### src/rtl/seven_seg_pkg.sv
// Shared types and constants for the stopwatch seven-segment display path.
package seven_seg_pkg;

  typedef logic [3:0] digit_t;

  typedef enum logic {
    BLANK = 1'b0,
    DRIVE = 1'b1
  } scan_state_t;

  // Level that switches a common-anode digit off (anode lines are active-low).
  localparam logic ANODE_OFF = 1'b1;

endpackage

### src/rtl/seven_seg_scan_timer.sv
// Slot/digit timebase for the display scan. It holds the slot counter and the
// digit index. Besides the current-cycle flags it also gives a one-cycle
// lookahead, so the top can register outputs that match the cycle they
// describe.
module scan_timer #(
  parameter int NUM_DIGITS   = 4,
  parameter int REFRESH_DIV  = 50000,
  parameter int BLANK_CYCLES = 16,
  parameter int IDX_W        = $clog2(NUM_DIGITS)
) (
  input  logic             clk,
  input  logic             rst,
  output logic [IDX_W-1:0] idx,
  output logic [IDX_W-1:0] idx_nxt,
  output logic             slot_end,
  output logic             frame_end,
  output logic             in_blank,
  output logic             blank_nxt,
  output logic             frame_end_nxt
);

  localparam int CNT_W = $clog2(REFRESH_DIV);
  localparam logic [CNT_W-1:0] CNT_LAST  = CNT_W'(REFRESH_DIV - 1);
  localparam logic [CNT_W-1:0] CNT_BLANK = CNT_W'(BLANK_CYCLES);
  localparam logic [IDX_W-1:0] IDX_LAST  = IDX_W'(NUM_DIGITS - 1);

  logic [CNT_W-1:0] cnt;
  logic [CNT_W-1:0] cnt_nxt;

  // Current-cycle flags and the counter values for the coming cycle.
  always_comb begin
    slot_end      = (cnt == CNT_LAST);
    frame_end     = slot_end && (idx == IDX_LAST);
    in_blank      = (cnt < CNT_BLANK);
    cnt_nxt       = slot_end ? '0 : cnt + 1'b1;
    idx_nxt       = idx;
    if (slot_end) begin
      idx_nxt = (idx == IDX_LAST) ? '0 : idx + 1'b1;
    end
    blank_nxt     = (cnt_nxt < CNT_BLANK);
    frame_end_nxt = (cnt_nxt == CNT_LAST) && (idx_nxt == IDX_LAST);
  end

  // Counter registers; the digit index only moves when the slot wraps.
  always_ff @(posedge clk or posedge rst) begin
    if (rst) begin
      cnt <= '0;
      idx <= '0;
    end else begin
      cnt <= cnt_nxt;
      idx <= idx_nxt;
    end
  end

endmodule

### src/rtl/seven_seg_scan_ctrl.sv
// Scan controller that time-multiplexes one seven_seg_decoder across the
// stopwatch digits. It owns the BLANK/DRIVE sequencing, the tear-free shadow
// copy of the digits, leading-zero blanking and the update handshake. Every
// output is registered from next-cycle values, so each output describes the
// cycle in which it is visible.
module seven_seg_scan_ctrl
  import seven_seg_pkg::*;
#(
  parameter int NUM_DIGITS   = 4,
  parameter int REFRESH_DIV  = 50000,
  parameter int BLANK_CYCLES = 16
) (
  input  logic                    clk,
  input  logic                    rst,
  input  logic [4*NUM_DIGITS-1:0] digits_in,
  input  logic [NUM_DIGITS-1:0]   dp_mask,
  input  logic                    lzb_en,
  input  logic                    upd_req,
  output logic                    upd_ack,
  output logic [3:0]              dec_code,
  output logic [NUM_DIGITS-1:0]   an_n,
  output logic                    dp_n,
  output logic                    frame_done
);

  localparam int IDX_W = $clog2(NUM_DIGITS);

  logic [IDX_W-1:0]        idx;
  logic [IDX_W-1:0]        idx_nxt;
  logic                    slot_end;
  logic                    frame_end;
  logic                    in_blank;
  logic                    blank_nxt;
  logic                    frame_end_nxt;

  scan_state_t             state;
  scan_state_t             state_nxt;
  logic [4*NUM_DIGITS-1:0] shadow;
  logic [4*NUM_DIGITS-1:0] shadow_nxt;
  logic                    pending;
  logic                    pending_nxt;
  logic                    load;
  logic                    all_zero;
  logic                    lz_blank;
  logic [NUM_DIGITS-1:0]   an_nxt;
  logic                    dp_nxt;
  digit_t                  code_nxt;

  scan_timer #(
    .NUM_DIGITS   (NUM_DIGITS),
    .REFRESH_DIV  (REFRESH_DIV),
    .BLANK_CYCLES (BLANK_CYCLES),
    .IDX_W        (IDX_W)
  ) u_timer (
    .clk           (clk),
    .rst           (rst),
    .idx           (idx),
    .idx_nxt       (idx_nxt),
    .slot_end      (slot_end),
    .frame_end     (frame_end),
    .in_blank      (in_blank),
    .blank_nxt     (blank_nxt),
    .frame_end_nxt (frame_end_nxt)
  );

  // Slot sequencing: blank the anodes at the start of each slot, then drive.
  always_comb begin
    state_nxt = state;
    case (state)
      BLANK:   if (in_blank && !blank_nxt) state_nxt = DRIVE;
      DRIVE:   if (slot_end) state_nxt = BLANK;
      default: state_nxt = BLANK;
    endcase
  end

  // Update handshake: upd_req is a request level that is remembered as
  // pending. A load happens only on the frame-boundary cycle. upd_ack pulses
  // for one cycle right after that load. Any number of requests in one frame
  // give one load. A request in the cycle after a boundary waits for the next
  // frame.
  always_comb begin
    load        = frame_end && (pending || upd_req);
    shadow_nxt  = load ? digits_in : shadow;
    pending_nxt = load ? 1'b0 : (pending || upd_req);
  end

  // Next-cycle display values: nibble select, leading-zero test, anode and DP.
  always_comb begin
    code_nxt = shadow_nxt[{idx_nxt, 2'b00} +: 4];
    all_zero = 1'b1;
    for (int j = 0; j < NUM_DIGITS; j++) begin
      if ((j >= int'(idx_nxt)) && (shadow_nxt[4*j +: 4] != 4'h0)) begin
        all_zero = 1'b0;
      end
    end
    lz_blank = lzb_en && (idx_nxt != '0) && all_zero;
    an_nxt   = {NUM_DIGITS{ANODE_OFF}};
    dp_nxt   = 1'b1;
    if (state_nxt == DRIVE) begin
      dp_nxt = ~dp_mask[idx_nxt];
      if (!lz_blank) begin
        an_nxt[idx_nxt] = ~ANODE_OFF;
      end
    end
  end

  // State, shadow and registered outputs; reset drops any pending request.
  always_ff @(posedge clk or posedge rst) begin
    if (rst) begin
      state      <= BLANK;
      shadow     <= '0;
      pending    <= 1'b0;
      upd_ack    <= 1'b0;
      dec_code   <= 4'h0;
      an_n       <= {NUM_DIGITS{ANODE_OFF}};
      dp_n       <= 1'b1;
      frame_done <= 1'b0;
    end else begin
      state      <= state_nxt;
      shadow     <= shadow_nxt;
      pending    <= pending_nxt;
      upd_ack    <= load;
      dec_code   <= code_nxt;
      an_n       <= an_nxt;
      dp_n       <= dp_nxt;
      frame_done <= frame_end_nxt;
    end
  end

endmodule

### config.mk
export PLATFORM = sky130hd
export DESIGN_NAME = seven_seg_scan_ctrl
export DESIGN_NICKNAME = d
export VERILOG_FILES = /design/src/rtl/seven_seg_pkg.sv /design/src/rtl/seven_seg_scan_timer.sv /design/src/rtl/seven_seg_scan_ctrl.sv
export SDC_FILE = /design/constraint.sdc
export NUM_CORES = 1
export LEC_CHECK = 0
export ABC_AREA = 1
export CORE_ASPECT_RATIO = 1.2
export CORE_MARGIN = 2
export CORE_UTILIZATION = 50
export DETAILED_ROUTE_END_ITERATION = 10
export PLACE_DENSITY = 0.74
export SLEW_MARGIN = 5
export SYNTH_ARGS = -nofsm -noshare
export SYNTH_HDL_FRONTEND = slang
export SYNTH_SLANG_ARGS = --single-unit
### constraint.sdc
create_clock -name clk -period 2.2 [get_ports clk]
set_clock_uncertainty 0.05 [all_clocks]
set_input_delay 0.44 -clock clk [delete_from_list [all_inputs] [get_ports clk]]
set_output_delay 0.44 -clock clk [all_outputs]
set_load 0.05 [all_outputs]
==> results.yml <==
run_status:
  status: "completed"
worst_setup_path:
  r2r-end: "frame_done$_DFF_PP0_"
  path_buf_inv: 1
  path_depth: 1
  critPathRequiredTime_ns: 1.71
  crit_path_end_kind: "primary output"
  cpLargestDelayFamily: "buffers and inverters"
  r2r-start: "u_timer.cnt[0]$_DFF_PP0_"
  path_cells: "clkdlybuf4s50_1"
  critPathArrivalTime_ns: 1.62
  reg2reg_slack_ns: 0.10
  cp_slowest_cell: "clkdlybuf4s50_1"
  path_class: "flop to primary output"
  reg2reg_depth: 12
  worstPathMaxFanout: 1
  crit_path_max_incr_delay_ns: 0.80
  crit_path_start_kind: "flop"
clock_network:
  htree_levels: 2
  cts_tree: "built"
  clkTransAtPathRegs_ns: 0.09
  cts_buffer_depth: 2
  cts_made_buffers: 5
  clk-insertion-delay-late_ns: 0.30
  cts_hold_buffers: 0
  cts-root-buf: "clkbuf_8"
  clock-sinks: 47
placed_design:
  hpwl_mm: 4.61
  io_buffers: 34
  dp_slack_ns: -0.0445
  gp_congestion: 0.906
timing:
  drv_slew: 0
  rsz0062_at_grt: "true"
  whs_ns: 0.429
  fin_crit_sh_pct: 95.8
  finalSetupViolCount: 0
  fin_ws_ns: 0.0916
  fmax_mhz: 474
  worstMarginPinSlew_ns: 0.512
  min_period_ns: 2.11
  max_slew_margin_pct: 65.8
  finalHoldViolCount: 0
power_and_ir_drop:
  p_per_area_nw_per_um2: 444
  seqPwrFrac_pct: 60.1
  p_int_uw: 1130
  p_sw_uw: 311
  comb_power_share_pct: 5.0
  ir_drop_mv: 0.363
  power_leakage_uw: 0.00172
  swShare_pct: 21.6
  clock_power_share_pct: 35.0
  p_total_uw: 1440
synthesis:
  synthTopCellsByCount: "nand2_1, inv_1, dfrtp_1"
  synth_area_um2: 2550
  synth_adder_area_share_pct: 1.47
  ys_seq_area_share_pct: 46.3
  synth.area.mux_share_pct: 0
  yosysUniqueCellTypes: 32
  synth_seq_cells: 47
  yosysMostFrequentCell: "nand2_1"
  yosysWarnings: 0
  synthFlopType: "dfrtp_1"
  yosys.area.top_type: "dfrtp_1"
  synth_nets: 362
  synthXorXnorAreaFrac_pct: 0.686
  syn_inst: 335
  synth_area_per_cell_um2: 7.62
  synthArstFlopShare_pct: 100
  synth_top_area_share_pct: 41.2
  synth-compound-area-share_pct: 6.27
  synth_top_family_by_area: "simple AND/OR/NAND/NOR gates"
  yosys.area_share.simple_pct: 35.7
  synth-edff-count: 0
  yosys-top-cells-area: "dfrtp_1, nand2_1, inv_1"
die:
  die_h_um: 82.3
  die_w_um: 69.2
  rows: 28
  io_pins: 35
  start_util_pct: 51.7
  dieArea_um2: 5700
  core_um2: 4940
detailed_routing:
  drtIter0Drc: 150
  antenna_left: 0
  dr.pass1.iters: 4
  wirelength_mm: 6.19
  drt_drc_violations_left: 0
  via_per_inst: 5.14
  routed-via-count: 2344
  wl_per_cell_um: 13.6
final_layout:
  drive_gt1_share_pct: 17.7
  nFillCells: 428
  area_delta_synth_final_pct: 27.3
  nets: 422
  seqCellArea_um2: 1180
  n_antenna_cell: 0
  multi_input_area_um2: 1190
run:
  maxCapViolations: 0
global_routing:
  first_global_vias: 2278
  overflow: 0
  track_usage_pct: 22.4
  grt_antenna_before_repair: 0
  grt_max_degree: 25
  grt_pass1_wl_mm: 10.0
min_path:
  hold_path_class: "primary input to async pin"
==> flip-flops by register name (all words and copies together) (netlist names) <==
signal / cells
an_n: 4
state: 1
shadow: 16
dec_code: 4
upd_ack: 1
u_timer.idx: 2
pending: 1
u_timer.cnt: 16
frame_done: 1
dp_n: 1
==> repair_timing <==
action / in CTS / in global routing
cloned: 0 / 1
buffers inserted: 4 / 5
pin swaps: 0 / 4
hold endpoints to repair: 0 / 0
endpoints found under the setup margin: 3 / 11
resized for setup: 1 / 14
==> final cells by class <==
| cell class | count | share of cell area (%) |
|---|---|---|
| timing repair buffer | 56 | 15.7 |
| inverter | 56 | 6.47 |
| tap | 60 | 2.31 |
| clock buffer | 6 | 2.23 |
| clock inverter | 2 | 0.385 |
| sequential | 47 | 36.4 |
| multi-input combinational | 229 | 36.5 |
==> layer usage <==
metal	track usage, %	vias up	wire length, um
met2	43.5	62	3330
met4	8.63	0	180
met5	0	-	0
met3	3.52	16	216
met1	24.9	1095	2460
li1	-	1171	-
==> logic make-up after synthesis <==
family | Yosys count
fa+ha+maj | 3
simple gates | 200
xor+xnor | 2
flops | 47
buf+inv | 60
compound gates | 23
==> power groups by stage <==
| stage | Combinational (uW) | Clock (uW) | Sequential [uW] |
|---|---|---|---|
| final | 71.5 | 504 | 865 |
| after global routing | 79.1 | 555 | 865 |
| after detailed placement | 72.6 | 0 | 882 |
| after global placement | 71.9 | 0 | 882 |
| after floorplan | 15.3 | 0 | 886 |
| after CTS | 72.4 | 520 | 865 |
==> cell usage in the layout, fill, tap and decap left out, types with 3 or more instances in the layout <==
cell / netlist / layout
inv_1: 48 / 47
nor2_1: 40 / 36
clkbuf_8: 0 / 5
inv_2: 8 / 9
nor2_4: 3 / 4
o21ai_1: 4 / 3
nor3_1: 3 / 3
nor2_2: 4 / 7
nand2_2: 4 / 5
dfstp_2: 5 / 5
nand3_1: 22 / 22
dfrtp_1: 42 / 42
o2111ai_1: 4 / 4
nand2_1: 106 / 104
buf_4: 0 / 21
clkdlybuf4s50_1: 0 / 34
o21ai_0: 5 / 5
nand4_1: 11 / 11
==> stage by stage <==
step	cells	TNS, ns	util, %	area, um2
floorplan	335	0	-	2550
global placement	438	0	61.4	3030
finish	456	0	65.8	3250
global route	456	-0.0627	65.8	3250
detailed placement	438	-0.0823	61.4	3030
CTS	450	0	63.8	3150
==> worst max path at each step <==
| stage | start | to | slack (ns) |
|---|---|---|---|
| final | an_n[3]$_DFF_PP1_ | an_n[3] | 0.09 |
| after global routing | u_timer.cnt[0]$_DFF_PP0_ | frame_done$_DFF_PP0_ | -0.02 |
| after CTS | u_timer.cnt[0]$_DFF_PP0_ | an_n[1]$_DFF_PP1_ | 0.008 |
| after detailed placement | upd_req | an_n[1]$_DFF_PP1_ | -0.04 |
| after global placement | u_timer.cnt[0]$_DFF_PP0_ | an_n[1]$_DFF_PP1_ | 0.03 |
| after floorplan | u_timer.cnt[0]$_DFF_PP0_ | an_n[1]$_DFF_PP1_ | 0.39 |
(Power assumes the default switching activity.)
